`src/rtl/msw_pkg.sv`:
```
// Shared constants and types for the Minesweeper board streamer.
// Board size defaults, frame header, cell glyph codes and FSM states.
package msw_pkg;

  localparam int DEF_BOARD_W = 8;
  localparam int DEF_BOARD_H = 8;

  localparam logic [7:0] HDR_BYTE        = 8'hA5;
  localparam logic [7:0] GLYPH_HIDDEN    = 8'h0B;
  localparam logic [7:0] GLYPH_FLAG      = 8'h0A;
  localparam logic [7:0] GLYPH_MINE_HIT  = 8'h09;
  localparam logic [7:0] GLYPH_MINE_SHOW = 8'h0C;
  localparam logic [7:0] GLYPH_BAD_FLAG  = 8'h0D;

  typedef enum logic [2:0] {
    S_IDLE,
    S_HDR,
    S_STAT,
    S_CELL,
    S_CSUM
  } state_t;

endpackage

```
`src/rtl/msw_cell_encode.sv`:
```
// Combinational cell glyph encoder: idx + snapshot vectors + game_over
// -> glyph byte (neighbour-mine count with board-edge clipping).
module msw_cell_encode
  import msw_pkg::*;
#(
  parameter int BOARD_W    = DEF_BOARD_W,
  parameter int BOARD_H    = DEF_BOARD_H,
  parameter int BOARD_SIZE = BOARD_W * BOARD_H,
  parameter int IDX_W      = $clog2(BOARD_SIZE)
) (
  input  logic [IDX_W-1:0]      idx,
  input  logic [BOARD_SIZE-1:0] revealed,
  input  logic [BOARD_SIZE-1:0] flagged,
  input  logic [BOARD_SIZE-1:0] mines,
  input  logic                  game_over,
  output logic [7:0]            glyph
);

  logic [3:0]       cnt;
  logic [IDX_W-1:0] ni;
  int               x;
  int               y;
  int               nx;
  int               ny;

  always_comb begin
    cnt = '0;
    ni  = '0;
    nx  = 0;
    ny  = 0;
    x   = int'(idx) % BOARD_W;
    y   = int'(idx) / BOARD_W;
    for (int dy = -1; dy <= 1; dy++) begin
      for (int dx = -1; dx <= 1; dx++) begin
        nx = x + dx;
        ny = y + dy;
        if (!(dx == 0 && dy == 0) &&
            nx >= 0 && nx < BOARD_W &&
            ny >= 0 && ny < BOARD_H) begin
          ni  = IDX_W'(ny * BOARD_W + nx);
          cnt = cnt + 4'(mines[ni]);
        end
      end
    end
  end

  // First match wins, so this stays a priority chain.
  always_comb begin
    if (revealed[idx] && mines[idx])
      glyph = GLYPH_MINE_HIT;
    else if (revealed[idx])
      glyph = {4'b0, cnt};
    else if (flagged[idx] && game_over && !mines[idx])
      glyph = GLYPH_BAD_FLAG;
    else if (flagged[idx])
      glyph = GLYPH_FLAG;
    else if (game_over && mines[idx])
      glyph = GLYPH_MINE_SHOW;
    else
      glyph = GLYPH_HIDDEN;
  end

endmodule

```
`src/rtl/minesweeper_board_streamer.sv`:
```
// Snapshots the core's board vectors and streams them as a byte frame
// (A5, status, 64 cell glyphs[, checksum]) over valid/ready.
// Ports: clk, reset (async high), snap_req, revealed/flagged/mines,
// game_over, win in; busy, out_valid, out_data, out_last, frame_done
// out; out_ready in. Optional checksum byte: MSW_STREAM_CSUM_EN.
module minesweeper_board_streamer
  import msw_pkg::*;
#(
  parameter int BOARD_W    = DEF_BOARD_W,
  parameter int BOARD_H    = DEF_BOARD_H,
  parameter int BOARD_SIZE = BOARD_W * BOARD_H
) (
  input  logic                  clk,
  input  logic                  reset,
  input  logic                  snap_req,
  input  logic [BOARD_SIZE-1:0] revealed,
  input  logic [BOARD_SIZE-1:0] flagged,
  input  logic [BOARD_SIZE-1:0] mines,
  input  logic                  game_over,
  input  logic                  win,
  output logic                  busy,
  output logic                  out_valid,
  output logic [7:0]            out_data,
  output logic                  out_last,
  input  logic                  out_ready,
  output logic                  frame_done
);

  localparam int IDX_W = $clog2(BOARD_SIZE);
  localparam logic [IDX_W-1:0] LAST_IDX = IDX_W'(BOARD_SIZE - 1);
  localparam logic [IDX_W-1:0] ONE      = IDX_W'(1);

  state_t                state;
  logic [IDX_W-1:0]      idx;
  logic [IDX_W-1:0]      enc_idx;
  logic [BOARD_SIZE-1:0] snap_rev;
  logic [BOARD_SIZE-1:0] snap_flag;
  logic [BOARD_SIZE-1:0] snap_mine;
  logic                  snap_go;
  logic                  snap_win;
  logic [7:0]            glyph;
  logic [7:0]            status_byte;
  logic                  accept;

  assign accept      = out_valid && out_ready;
  assign busy        = (state != S_IDLE);
  assign status_byte = {6'b0, snap_win, snap_go};

  // idx is the cell on the bus; the encoder looks one cell ahead so
  // the next glyph is ready at acceptance. In STAT it prepares cell 0.
  assign enc_idx = (state == S_CELL) ? idx + ONE : '0;

  msw_cell_encode #(
    .BOARD_W    (BOARD_W),
    .BOARD_H    (BOARD_H),
    .BOARD_SIZE (BOARD_SIZE),
    .IDX_W      (IDX_W)
  ) u_enc (
    .idx       (enc_idx),
    .revealed  (snap_rev),
    .flagged   (snap_flag),
    .mines     (snap_mine),
    .game_over (snap_go),
    .glyph     (glyph)
  );

`ifdef MSW_STREAM_CSUM_EN
  logic [7:0] csum;
  logic       load_stat;
  logic       load_cell;

  assign load_stat = accept && (state == S_HDR);
  assign load_cell = accept &&
                     ((state == S_STAT) ||
                      (state == S_CELL && idx != LAST_IDX));

  // Running sum of every byte loaded after the header.
  always_ff @(posedge clk or posedge reset) begin
    if (reset)
      csum <= '0;
    else if (load_stat)
      csum <= status_byte;
    else if (load_cell)
      csum <= csum + glyph;
  end
`endif

  always_ff @(posedge clk or posedge reset) begin
    if (reset) begin
      state      <= S_IDLE;
      idx        <= '0;
      out_valid  <= 1'b0;
      out_data   <= '0;
      out_last   <= 1'b0;
      frame_done <= 1'b0;
      snap_rev   <= '0;
      snap_flag  <= '0;
      snap_mine  <= '0;
      snap_go    <= 1'b0;
      snap_win   <= 1'b0;
    end else begin
      frame_done <= 1'b0;
      unique case (state)
        S_IDLE: begin
          if (snap_req) begin
            snap_rev  <= revealed;
            snap_flag <= flagged;
            snap_mine <= mines;
            snap_go   <= game_over;
            snap_win  <= win;
            idx       <= '0;
            out_valid <= 1'b1;
            out_data  <= HDR_BYTE;
            out_last  <= 1'b0;
            state     <= S_HDR;
          end
        end
        S_HDR: begin
          if (accept) begin
            out_data <= status_byte;
            state    <= S_STAT;
          end
        end
        S_STAT: begin
          if (accept) begin
            out_data <= glyph;
            state    <= S_CELL;
          end
        end
        S_CELL: begin
          if (accept) begin
            idx <= idx + ONE;
            if (idx == LAST_IDX) begin
`ifdef MSW_STREAM_CSUM_EN
              out_data <= csum;
              out_last <= 1'b1;
              state    <= S_CSUM;
`else
              out_valid  <= 1'b0;
              out_last   <= 1'b0;
              frame_done <= 1'b1;
              state      <= S_IDLE;
`endif
            end else begin
              out_data <= glyph;
`ifdef MSW_STREAM_CSUM_EN
              out_last <= 1'b0;
`else
              out_last <= (idx + ONE == LAST_IDX);
`endif
            end
          end
        end
        S_CSUM: begin
          if (accept) begin
            out_valid  <= 1'b0;
            out_last   <= 1'b0;
            frame_done <= 1'b1;
            state      <= S_IDLE;
          end
        end
        default: state <= S_IDLE;
      endcase
    end
  end

endmodule

```
`config.mk`:
```
export PLATFORM = sky130hd
export DESIGN_NAME = minesweeper_board_streamer
export DESIGN_NICKNAME = d
export VERILOG_FILES = /design/src/rtl/msw_pkg.sv /design/src/rtl/msw_cell_encode.sv /design/src/rtl/minesweeper_board_streamer.sv
export SDC_FILE = /design/constraint.sdc
export NUM_CORES = 1
export LEC_CHECK = 0
export CAP_MARGIN = 20
export CORE_ASPECT_RATIO = 0.7
export CORE_MARGIN = 4
export CORE_UTILIZATION = 58
export CTS_CLUSTER_DIAMETER = 30
export CTS_CLUSTER_SIZE = 10
export DETAILED_ROUTE_END_ITERATION = 8
export GPL_ROUTABILITY_DRIVEN = 1
export PLACE_DENSITY = 0.83
export SETUP_SLACK_MARGIN = 0.05
export SYNTH_ARGS = -nofsm -noshare
export SYNTH_HDL_FRONTEND = slang
export SYNTH_SLANG_ARGS = --single-unit
```
`constraint.sdc`:
```
create_clock -name clk -period 23.2 [get_ports clk]
set_input_delay 4.64 -clock clk [delete_from_list [all_inputs] [get_ports clk]]
set_output_delay 4.64 -clock clk [all_outputs]
set_load 0.005 [all_outputs]
```
# Word level (Yosys, flattened, before mapping)
# Cells that the tools add are included.
word_totals:
  regBits: 214
  input_bits: 198
  output_inout_bits: 12
  wordCells: 166
op_classes:
  add_sub_neg: 20
  order_cmp: 21
  n_eq_ne: 13
  muxes: 65
  reduce_logical: 36
op_table:
  columns: ["op", "n"]
  rows:
  - ["$mux W8", 9]
  - ["$bmux W1 S6", 11]
  - ["$lt A6 B7 Y1 const B", 9]
  - ["$ge A32 B1 Y1 const B", 1]
  - ["$lt A32 B5 Y1 const B", 1]
  - ["$pmux W8 S4", 1]
  - ["$add A4 B1 Y4", 7]
  - ["$mux W4", 7]
  - ["$logic_and A1 B1 Y1", 24]
  - ["$mux W1", 22]
  - ["$mux W3", 7]
  - ["$add A6 B5 Y6", 3]
  - ["$add A6 B6 Y6", 3]
  - ["$mux W6", 3]
  - ["$pmux W3 S5", 1]
  - ["$add A6 B4 Y6", 2]
  - ["$eq A6 B6 Y1 const B", 2]
  - ["$ne A2 B2 Y1 const B", 6]
  - ["$pmux W6 S2", 1]
  - ["$reduce_and A6 Y1", 2]
  - ["$add A4 B1 Y5 const B", 2]
  - ["$ge A5 B1 Y1 const B", 2]
  - ["$lt A5 B5 Y1 const B", 2]
  - ["$add A3 B1 Y4 const B", 2]
  - ["other kinds (20)", 25]

# Longest topological paths before layout
depth:
  ltp_word: 27
  ltp_mapped: 37
  ltp_nobuf: 34

# By module
# A second synthesis with hierarchy kept.
hier_totals:
  cells_unflattened: 902
  hier_area_um2: 12220.5
modules_own_cells:
  columns: ["module", "n_inst", "cells_each", "area_per_inst_um2", "seq_area_each_um2"]
  rows:
  - ["minesweeper_board_streamer", 1, 524, 8310.5, 5330.1]
  - ["msw_cell_encode", 1, 378, 3910.0, 0.0]

# Worst setup path before layout
# OpenSTA, ideal clock, no wires.
synth_timing:
  path_type: "reg-to-reg"
  startpoint: "register idx[0]"
  endpoint: "register out_data[1]"
  setup_ns: 0.066
  arrival_time_ns: 7.968
  t_required_ns: 23.134
  setup_slack_ns: 15.166
  path_stages_with_launch: 38
  path_buffers: 6
  synth_period_minus_slack_ns: 8.034
  cell_sequence: "dfrtp_1 -> buf_4 -> inv_2 -> ha_1 -> buf_2 -> nand2b_1 -> buf_2 -> buf_2 -> ha_1 -> clkbuf_1 -> clkbuf_1 -> mux4_2 -> mux2i_1 -> mux4_2 -> and3_1 -> ha_1 -> and2_1 -> ha_1 -> (+2 left out) -> ha_1 -> ha_1 -> mux2_2 -> ha_1 -> nand2b_1 -> o21a_1 -> ha_1 -> mux2_2 -> ha_1 -> nand2_1 -> nand2_1 -> ha_1 -> nand2_1 -> a21oi_1 -> a21oi_1 -> mux2_2 -> nor4_1 -> o31a_1"
synth_via:
  elab_chain_len: 27
  elab_cells_between_ends: 99
  cone_classes: "20 x add/sub; 12 x order compare; 2 x eq/ne; 40 x mux; 25 x reduce/logical"
synth_lines:
  columns: ["item", "line", "text"]
  rows:
  - ["start, declared", "minesweeper_board_streamer.sv:34", "logic [IDX_W-1:0] idx;"]
  - ["start signal, assigned", "minesweeper_board_streamer.sv:132", "idx <= idx + ONE;"]
  - ["parallel branches: the longest is 27 deep, another holds $add A6 B1 Y6", null, null]
  - ["end signal, assigned", "minesweeper_board_streamer.sv:120", "out_data <= status_byte;"]
  - ["end signal, assigned", "minesweeper_board_streamer.sv:126", "out_data <= glyph;"]
  - ["end signal, assigned", "minesweeper_board_streamer.sv:145", "out_data <= glyph;"]
  - ["end, declared", "minesweeper_board_streamer.sv:23", "output logic [7:0] out_data,"]
# Several ways; the timed one is not identified. The select of a mux whose other input is x is not followed.
# A chain may end at the register's enable or synchronous reset.

# Final worst setup path
# Same ends and word-level chain as after synthesis.

==> metrics.csv <==
metric,value,unit
Clock Skew,0.02389,ns
Routed WL,32.15,mm
Reg2Reg Setup Slack,13.57,ns
CTS tree,yes,
via count,9022,
Fin. Hold Viols,0,
crit end category,flop,
post-route ant nets,0,
fin area,15770,um^2
Synth Flop Type,dfrtp_1,
sequential cell area,5256,um^2
worst min path class,reg2reg,
Final Total Pwr,0.002249,W
Die Y-Extent,130.2,um
critical path required time,23.63,ns
"Worst Setup Slack, final",13.57,ns
RePlAce Congestion,0.9277,
dpl cell area,14560,um^2
crit path max fanout,55,
initial antenna violation count,2,
H-tree depth,2,
total global-route track usage,0.2718,
Final min period,9.627,ns
Port Buffer Count,207,
TritonCTS Buffers,35,
core area,20870,um^2
met2 WL,14.48,mm
"Seq/Total Area, Yosys",0.4244,
"Distinct cells, synth",70,
n_diodes,0,
Num Clock Sinks,210,
top sig layer,met5,
"commonest non-fill, non-tap cell in the layout",mux2_2,
worst-margin pin slew,1.069,ns
"slowest stage delay, CP",0.67,ns
Post-Syn Instances,965,
Skew-Pair Late Insertion Delay,0.51,ns
first-pass GRT wire length,51.36,mm
met3 wire length,2.994,mm
Leak,6.657,nW
Max Cap Viol,0,
DR iter-0 viols,765,
cell mode on critical path,ha_1,
vias per inst,6.205,
Area Growth Syn to Fin,27.35,%
most frequent cells in the layout,"mux2_2, dfrtp_1, clkdlybuf4s50_1, mux2i_1",
slew margin rel.,0.2871,
WL met1,14.03,mm
filler cell count in the final layout,1367,
worst path arrival time,10.05,ns
crit path launch,idx[0],
Cell Rows,44,
drt first pass iters,5,
die area,23790,um^2
Startpoint Class,flop,
Pins Over Slew Limit,0,
Crit Reg-Reg Startpoint,idx[0],
Worst Reg-to-Reg Cells,34,
fin crit share,0.4150,
largest net degree at the start of global routing,135,
"Cell Area, Synth",12380,um^2
Final Setup Violations,0,
drc violations,0,
CP endpoint,out_data[1],
Nets,1386,
CTS max path bufs,3,
fraction of final layout cells sized beyond drive strength 1,0.2997,
maximum clock rate,0.1039,GHz
RSZ-0062 raised after global routing,no,
cts hold-fix bufs,0,
vias in the first global route,9467,
I/O pins,210,
PD cells,142.6,nW/um^2
root buf cell,clkbuf_16,
Synth warnings,0,
Max VDD drop,0.06279,mV
synthesis-stage register bit count,210,
Post-synth ARST share,1.000,
slowest CP cell,buf_4,
dpl ws,13.67,ns
Syn Area/Cell,12.83,um^2
Crit Path Category,reg2reg,
Avg WL per Cell,22.11,um
post-detail-place hpwl,22.63,mm
Multi-input gate area,6738,um^2
post-route setup TNS,0,ns
Setup Buffers After CTS,0,
status,"finished, final reports clean",
Die Wd,182.6,um
RR Endpoint,out_data[1],
number of enable flip-flop cells after synthesis,0,
residual overflow from global routing,0,
Initial Util,0.5934,
"CTS clk-pin slew, worst paths",0.05,ns
post-CTS resize count,0,
==> cell type report <==
cell class | count | area share
Timing Repair Buffer | 216 | 0.1357
Multi-Input combinational cell | 673 | 0.4273
Sequential cell | 210 | 0.3333
Clock inverter | 14 | 0.01262
Tap cell | 276 | 0.02190
Inverter | 17 | 0.004840
Clock buffer | 48 | 0.06435
==> stage by stage <==
stage / cells / hold WS (ns) / utilization
finish: 1454 / 0.5009 / 0.7558
global route: 1454 / 0.5137 / 0.7558
CTS: 1454 / 0.5012 / 0.7558
detailed placement: 1392 / 0.4900 / 0.6976
global placement: 1392 / 0.4815 / 0.6976
floorplan: 966 / 0.4706 / -
==> cell usage after synthesis, drive strengths merged, types with 15 or more instances <==
cell type / n / share of area
clkbuf: 31 / 0.0094
inv: 17 / 0.0056
dfrtp: 210 / 0.42
mux4: 44 / 0.080
ha: 32 / 0.032
o21ai: 15 / 0.0061
a21oi: 19 / 0.0077
mux2: 220 / 0.20
nor2: 21 / 0.0076
buf: 35 / 0.017
o22ai: 15 / 0.0076
nand2: 46 / 0.014
mux2i: 109 / 0.088
nand3: 15 / 0.0071
==> kinds of logic (layout without fill, tap and decap cells) <==
kind of cell	Yosys count	count (layout)	synth area share
muxes	373	373	0.3682
DFF	210	210	0.4244
and+or+nand+nor	136	136	0.05659
AOI/OAI and AO/OA	107	107	0.06316
buffers and inverters	83	295	0.03234
adders and majority gates	35	35	0.03719
xor gates and xnor gates	20	20	0.01779
other	1	2	0.0003029
==> registers in the layout, summed over array words and instances, names as in the netlist <==
name and flops:
frame_done 1, idx 6, out_data 5, out_last 1, out_valid 1, snap_flag 64
snap_go 1, snap_mine 64, snap_rev 64, snap_win 1, state 2
==> per-layer routing <==
layer | vias to the layer above | track usage
li1 | 4007 | -
met1 | 4516 | 0.3860
met2 | 423 | 0.4220
met3 | 72 | 0.07495
met4 | 4 | 0.06573
met5 | - | 0
==> critical path: cells and delay by family, from the launching register on <==
kind	cells	cell delay (ns)
adders and majority gates	12	4.11
and+or+nand+nor	9	1.45
muxes	4	1.37
buffers and inverters	2	0.98
AOI/OAI and AO/OA	5	0.91
xor gates and xnor gates	2	0.35
DFF	1	0.34
==> where the power goes <==
part / internal (W) / total [W] / switching, W
logic: 0.000561 / 0.00105 / 0.000488
clock network: 0.000342 / 0.000525 / 0.000183
registers: 0.000551 / 0.000675 / 0.000124
total: 0.00145 / 0.00225 / 0.000795
==> worst min path at each step <==
stage                  startpoint             to  slack [ns]  depth (start not counted)
floorplan            snap_rev[44]   snap_rev[44]        0.47                          1
global placement     snap_rev[31]   snap_rev[31]        0.48                          1
detailed placement   snap_rev[60]   snap_rev[60]        0.49                          1
CTS                  snap_rev[60]   snap_rev[60]        0.50                          1
global route        snap_flag[52]  snap_flag[52]        0.51                          1
finish               snap_rev[60]   snap_rev[60]        0.50                          1
Power figures use the tool's default switching activity.
